## src/rtl/wb_stage_if.sv

```systemverilog
// Bundle of the write-back stage's execute, memory read-data and register-file signals.
// The master side is whoever drives the stage (execute/memory); the slave side is the stage.
interface wb_stage_if #(
  parameter int DATA_WIDTH = 32,
  parameter int ADDR_WIDTH = 5
);
  logic                  in_valid;
  logic                  in_ready;
  logic [ADDR_WIDTH-1:0] in_waddr;
  logic [DATA_WIDTH-1:0] in_result;
  logic                  in_is_load;
  logic [1:0]            in_load_size;
  logic                  in_load_unsigned;
  logic [1:0]            in_addr_lo;
  logic                  mem_rdata_valid;
  logic                  mem_rdata_ready;
  logic [DATA_WIDTH-1:0] mem_rdata;
  logic                  wen;
  logic [ADDR_WIDTH-1:0] waddr;
  logic [DATA_WIDTH-1:0] wdata;
  logic                  pending;
  logic [ADDR_WIDTH-1:0] pending_waddr;
  logic                  retire;

  modport master (
    output in_valid, in_waddr, in_result, in_is_load, in_load_size, in_load_unsigned,
           in_addr_lo, mem_rdata_valid, mem_rdata,
    input  in_ready, mem_rdata_ready, wen, waddr, wdata, pending, pending_waddr, retire
  );

  modport slave (
    input  in_valid, in_waddr, in_result, in_is_load, in_load_size, in_load_unsigned,
           in_addr_lo, mem_rdata_valid, mem_rdata,
    output in_ready, mem_rdata_ready, wen, waddr, wdata, pending, pending_waddr, retire
  );
endinterface

```

## src/rtl/wb_stage.sv

```systemverilog
// Write-back stage: retires ALU results directly, holds loads until read data returns,
// then extracts/extends the addressed byte or half and drives the register-file write port.
module wb_stage #(
  parameter int DATA_WIDTH = 32,
  parameter int ADDR_WIDTH = 5
) (
  input  logic         clk,
  input  logic         rst,
  wb_stage_if.slave    bus
);

  typedef enum logic [1:0] {IDLE, WAIT_MEM, WRITE} state_t;

  state_t                state, state_next;
  logic                  in_ready_c;
  logic                  mem_ready_c;
  logic                  accept;
  logic                  mem_xfer;
  logic [ADDR_WIDTH-1:0] next_dest;

  logic [ADDR_WIDTH-1:0] cap_waddr;
  logic [1:0]            cap_size;
  logic                  cap_unsigned;
  logic [1:0]            cap_addr_lo;
  logic [DATA_WIDTH-1:0] cap_data;
  logic                  wen_q;
  logic                  retire_q;

  function automatic logic [DATA_WIDTH-1:0] load_extract(
    input logic [DATA_WIDTH-1:0] word,
    input logic [1:0]            size,
    input logic [1:0]            addr_lo,
    input logic                  is_unsigned
  );
    logic [7:0]            b;
    logic [15:0]           h;
    logic [DATA_WIDTH-1:0] res;
    b = word[8*addr_lo +: 8];
    h = word[16*addr_lo[1] +: 16];
    case (size)
      2'b00:   res = is_unsigned ? {{(DATA_WIDTH-8){1'b0}}, b}  : {{(DATA_WIDTH-8){b[7]}}, b};
      2'b01:   res = is_unsigned ? {{(DATA_WIDTH-16){1'b0}}, h} : {{(DATA_WIDTH-16){h[15]}}, h};
      default: res = word;
    endcase
    return res;
  endfunction

  assign accept    = bus.in_valid && in_ready_c;
  assign mem_xfer  = bus.mem_rdata_valid && mem_ready_c;
  assign next_dest = accept ? bus.in_waddr : cap_waddr;

  // NOTE: sequential state uses non-blocking assignments so every flop samples pre-edge values.
  always_ff @(posedge clk) begin
    if (!rst) state <= IDLE;
    else      state <= state_next;
  end

  // NOTE: every combinational output gets a default first, so no path can infer a latch.
  always_comb begin
    state_next = state;
    case (state)
      IDLE: begin
        if (bus.in_valid) state_next = bus.in_is_load ? WAIT_MEM : WRITE;
      end
      WAIT_MEM: begin
        if (bus.mem_rdata_valid) state_next = WRITE;
      end
      WRITE: begin
        if (bus.in_valid) state_next = bus.in_is_load ? WAIT_MEM : WRITE;
        else              state_next = IDLE;
      end
      default: state_next = IDLE;
    endcase
  end

  always_comb begin
    in_ready_c        = (state != WAIT_MEM);
    mem_ready_c       = (state == WAIT_MEM);
    bus.in_ready      = in_ready_c;
    bus.mem_rdata_ready = mem_ready_c;
    bus.pending       = (state == WAIT_MEM);
    bus.pending_waddr = (state == WAIT_MEM) ? cap_waddr : '0;
    bus.wen           = wen_q;
    bus.retire        = retire_q;
    bus.waddr         = cap_waddr;
    bus.wdata         = cap_data;
  end

  // Write strobes are registered alongside the data they qualify; r0 writes retire but never strobe.
  always_ff @(posedge clk) begin
    if (!rst) begin
      wen_q        <= 1'b0;
      retire_q     <= 1'b0;
      cap_waddr    <= '0;
      cap_size     <= '0;
      cap_unsigned <= 1'b0;
      cap_addr_lo  <= '0;
      cap_data     <= '0;
    end else begin
      retire_q <= (state_next == WRITE);
      wen_q    <= (state_next == WRITE) && (next_dest != '0);
      if (accept) begin
        cap_waddr    <= bus.in_waddr;
        cap_size     <= bus.in_load_size;
        cap_unsigned <= bus.in_load_unsigned;
        cap_addr_lo  <= bus.in_addr_lo;
        if (!bus.in_is_load) cap_data <= bus.in_result;
      end else if (mem_xfer) begin
        cap_data <= load_extract(bus.mem_rdata, cap_size, cap_addr_lo, cap_unsigned);
      end
    end
  end

endmodule
```

## src/flat_wrapper.sv

```systemverilog
// flat-port wrapper written by rule: the top's interface ports become plain ports
module wb_stage_flat 
#(
  parameter int DATA_WIDTH = 32,
  parameter int ADDR_WIDTH = 5
)
  (clk, rst, bus_in_valid, bus_in_waddr, bus_in_result, bus_in_is_load, bus_in_load_size, bus_in_load_unsigned, bus_in_addr_lo, bus_mem_rdata_valid, bus_mem_rdata, bus_in_ready, bus_mem_rdata_ready, bus_wen, bus_waddr, bus_wdata, bus_pending, bus_pending_waddr, bus_retire);
  wb_stage_if #(.DATA_WIDTH(DATA_WIDTH), .ADDR_WIDTH(ADDR_WIDTH)) bus_i ();
  input  logic clk;
  input  logic rst;
  input wire logic [$bits(bus_i.in_valid)-1:0] bus_in_valid;
  input wire logic [$bits(bus_i.in_waddr)-1:0] bus_in_waddr;
  input wire logic [$bits(bus_i.in_result)-1:0] bus_in_result;
  input wire logic [$bits(bus_i.in_is_load)-1:0] bus_in_is_load;
  input wire logic [$bits(bus_i.in_load_size)-1:0] bus_in_load_size;
  input wire logic [$bits(bus_i.in_load_unsigned)-1:0] bus_in_load_unsigned;
  input wire logic [$bits(bus_i.in_addr_lo)-1:0] bus_in_addr_lo;
  input wire logic [$bits(bus_i.mem_rdata_valid)-1:0] bus_mem_rdata_valid;
  input wire logic [$bits(bus_i.mem_rdata)-1:0] bus_mem_rdata;
  output wire logic [$bits(bus_i.in_ready)-1:0] bus_in_ready;
  output wire logic [$bits(bus_i.mem_rdata_ready)-1:0] bus_mem_rdata_ready;
  output wire logic [$bits(bus_i.wen)-1:0] bus_wen;
  output wire logic [$bits(bus_i.waddr)-1:0] bus_waddr;
  output wire logic [$bits(bus_i.wdata)-1:0] bus_wdata;
  output wire logic [$bits(bus_i.pending)-1:0] bus_pending;
  output wire logic [$bits(bus_i.pending_waddr)-1:0] bus_pending_waddr;
  output wire logic [$bits(bus_i.retire)-1:0] bus_retire;
  assign bus_i.in_valid = bus_in_valid;
  assign bus_i.in_waddr = bus_in_waddr;
  assign bus_i.in_result = bus_in_result;
  assign bus_i.in_is_load = bus_in_is_load;
  assign bus_i.in_load_size = bus_in_load_size;
  assign bus_i.in_load_unsigned = bus_in_load_unsigned;
  assign bus_i.in_addr_lo = bus_in_addr_lo;
  assign bus_i.mem_rdata_valid = bus_mem_rdata_valid;
  assign bus_i.mem_rdata = bus_mem_rdata;
  assign bus_in_ready = bus_i.in_ready;
  assign bus_mem_rdata_ready = bus_i.mem_rdata_ready;
  assign bus_wen = bus_i.wen;
  assign bus_waddr = bus_i.waddr;
  assign bus_wdata = bus_i.wdata;
  assign bus_pending = bus_i.pending;
  assign bus_pending_waddr = bus_i.pending_waddr;
  assign bus_retire = bus_i.retire;
  wb_stage #(.DATA_WIDTH(DATA_WIDTH), .ADDR_WIDTH(ADDR_WIDTH)) u_core (.clk(clk), .rst(rst), .bus(bus_i));
endmodule
```

## config.mk

```make
export PLATFORM = sky130hd
export DESIGN_NAME = wb_stage_flat
export DESIGN_NICKNAME = d
export VERILOG_FILES = /design/src/rtl/wb_stage_if.sv /design/src/rtl/wb_stage.sv /design/src/flat_wrapper.sv
export SDC_FILE = /design/constraint.sdc
export NUM_CORES = 1
export LEC_CHECK = 0
export CAP_MARGIN = 20
export CORE_UTILIZATION = 41
export DETAILED_ROUTE_END_ITERATION = 8
export PLACE_DENSITY_LB_ADDON = 0.05
export SLEW_MARGIN = 20
export SYNTH_ARGS = -nofsm -noshare
export SYNTH_HDL_FRONTEND = slang
export SYNTH_SLANG_ARGS = --single-unit
```

## constraint.sdc

```tcl
create_clock -name clk -period 1.9 [get_ports clk]
set_input_delay 0.19 -clock clk [delete_from_list [all_inputs] [get_ports clk]]
set_output_delay 0.19 -clock clk [all_outputs]
set_load 0.05 [all_outputs]
```

==> flow_summary_export.csv <==
group,metric,value,unit
grt,track_usage,24.84,%
synthesis,ys_seq_area_share,35.37,%
grt,grt_pass1_vias,2492,
placed_design,routabilityCongestion,0.7895,
detailed_routing,drtPass1Iterations,5,
placed_design,dp_worst_setup_slack,-0.3191,ns
grt,grt_remaining_overflow,0,
synthesis,syn-cell-area,2604,um2
final_layout,synthToLayoutAreaGrowth,57.52,%
grt,grt_pass1_wl,12640,um
final_layout,n_antenna_cell,0,
grt,antenna_found_initial,0,
power_and_ir_drop,leakage,1.579,nW
sta,min_period_over_period,93.74,%
synthesis,synth_cell_types,35,
sta,finalHoldViolCount,0,
power_and_ir_drop,p_total,2.774,mW
die,fp.dieW,81.69,um
sta,slew_headroom,64.63,%
synthesis,ys.flop_type,"dfxtp_1",
detailed_routing,drt_iter0_markers,241,
synthesis,syn_area_per_cell,7.890,um2
final_layout,drive_gt1_share,15.20,%
detailed_routing,vias,2879,
worst_setup_path,crit_required,2.10,ns
final_layout,multi_input_area,1538,um2
clocking,cts_tree,"built",
detailed_routing,viasPerCell,5.442,
placed_design,post-dp-hpwl,6199,um
final_layout,nets,532,
sta,slew_viol_final,0,
die,dieHeight,81.69,um
clocking,cts.clk_slew.worst_paths,0.08,ns
detailed_routing,drc_errors,0,
clocking,cts.path.max_buffers,2,
synthesis,synth_edf_count,0,
sta,fmax,0.5615,GHz
detailed_routing,ant_nets,0,
clocking,cts_hold_buf,0,
final_layout,nFillCells,508,
detailed_routing,routed_wl,8276,um
sta,rsz0062_at_grt,"no",
sta,whs,0.4453,ns
worst_setup_path,cp_max_fo,16,
sta,fin_skew,0.009854,ns
worst_setup_path,end_kind,"flop",
power_and_ir_drop,ir_drop,0.4474,mV
sta,fin_ws,0.1189,ns
clocking,cts_buffers,5,
synthesis,syn-num-nets,409,
synthesis,synthCells,330,
clocking,htreeDepth,2,
power_and_ir_drop,power_density,676.4,nW/um2
hold_path,hp-class,"in -> reg",
synthesis,async_flop_share,0,%
worst_setup_path,cp.arrival,1.98,ns
sta,fin_crit,1.781,ns
die,ios,126,
clocking,cts.sink_count,46,
sta,setup_tns,0,ns
sta,worstMarginPinSlew,0.5288,ns
die,dieArea,6673,um2
grt,grt_start_max_net_pins,41,
worst_setup_path,criticalPathCategory,"reg -> reg",
detailed_routing,routedWlPerCell,15.64,um
die,rows,28,
run,cap_violations,0,
final_layout,seq_area,922.1,um2
worst_setup_path,worst_setup_path_start_kind,"flop",
synthesis,synth-seq-cells,46,
worst_setup_path,r2r_setup_slack,0.12,ns
placed_design,port-buffer-count,125,
die,initial_core_util,43.21,%
placed_design,dp_cells,520,
clocking,clockRootBuffer,"clkbuf_8",
clocking,insertion_delay,0.30,ns
outcome,status,"complete, no violations",
sta,setup_viol,0,
synthesis,yosysWarnings,0,
final_layout,finalNonFillerCells,529,
die,core-area,6026,um2
registers in the layout, indices dropped and copies added (netlist names):
| name | count |
|---|---|
| u_core.bus.retire | 1 |
| u_core.bus.wen | 1 |
| u_core.bus.waddr | 5 |
| u_core.cap_addr_lo | 2 |
| u_core.cap_size | 2 |
| u_core.cap_unsigned | 1 |
| u_core.state | 2 |
| u_core.bus.wdata | 32 |
stage by stage:
| step | cell area [um2] | util [%] |
|---|---|---|
| after floorplan | 2624 | - |
| after global placement | 3989 | 66.20 |
| after detailed placement | 3989 | 66.20 |
| after CTS | 4100 | 68.04 |
| after global routing | 4101 | 68.06 |
| final | 4101 | 68.06 |
worst max-delay path, cell delays in order, from the launching register on:
cell,delay [ns]
dfxtp_1,0.41
mux2_2,0.37
o21ai_0,0.38
o41ai_4,0.12
buf_12,0.17
o221a_2,0.24
Yosys cell counts, drive strengths merged, types with 8 or more instances:
cell type	number	area (um2)
o221a	16	180.2
nor2b	10	62.56
mux2i	10	100.1
a21oi	45	255.3
nor2	45	168.9
and2	9	56.30
o32ai	8	70.07
a21boi	10	75.07
buf	11	66.31
nand2	38	142.6
clkbuf	19	71.32
nand3b	9	67.56
o21ai	15	75.07
dfxtp	46	920.9
final cells by class:
cell class,count,area share [%]
Tap cell,75,2.288
Multi-Input combinational cell,247,37.49
Timing Repair Buffer,146,34.78
Sequential cell,46,22.48
Clock buffer,7,2.105
Inverter,7,0.7322
Clock inverter,1,0.1220
routing by layer:
| metal | share of wire, % | global-route usage, % | vias up |
|---|---|---|---|
| li1 | - | - | 1430 |
| met2 | 45 | 37.67 | 108 |
| met1 | 47 | 36.43 | 1333 |
| met4 | 0.98 | 5.789 | 0 |
| met3 | 6.7 | 4.111 | 8 |
| met5 | 0 | 0 | - |
logic make-up after synthesis:
kind of cell    share of synthesized area (%)
simple gates                            23.40
compound gates                          29.79
buf+inv                                 6.295
mux                                     5.142
flops                                   35.37
worst paths after layout:
kind | from | endpoint | depth (start not counted)
min | bus_in_addr_lo[0] | u_core.cap_addr_lo[0] | 3
max reg2reg | u_core.cap_addr_lo[1] | u_core.bus.wdata[28] | 5
max | u_core.cap_addr_lo[1] | u_core.bus.wdata[28] | 5
min reg2reg | u_core.bus.wdata[14] | u_core.bus.wdata[14] | 2
report_power, final:
group / internal (mW) / total (mW) / leakage (nW) / switching, mW
registers: 1.04 / 1.10 / 0.379 / 0.0528
clock network: 0.294 / 0.627 / 0.0482 / 0.333
logic: 0.461 / 1.05 / 1.15 / 0.589
cell usage in the layout (no fill, tap or decap), types with 8 or more instances in the layout:
cell and count:
buf_4 26, nand3b_1 9, nor2b_1 10, mux2i_1 10
dfxtp_1 45, clkdlybuf4s50_1 117, and2_1 9, o32ai_1 8
a21boi_0 10, o21ai_0 14, a21oi_2 8, a21oi_1 37
nor2_1 45, nand2_1 37, o221a_2 16
timing repair:
item                                    4_1_cts  5_1_grt
setup buffers                                 1        0
pin swaps                                     1        0
endpoints found under the setup margin       16        5
gates resized for setup                       0        1
Note: power is estimated with default switching activity, not from simulation.
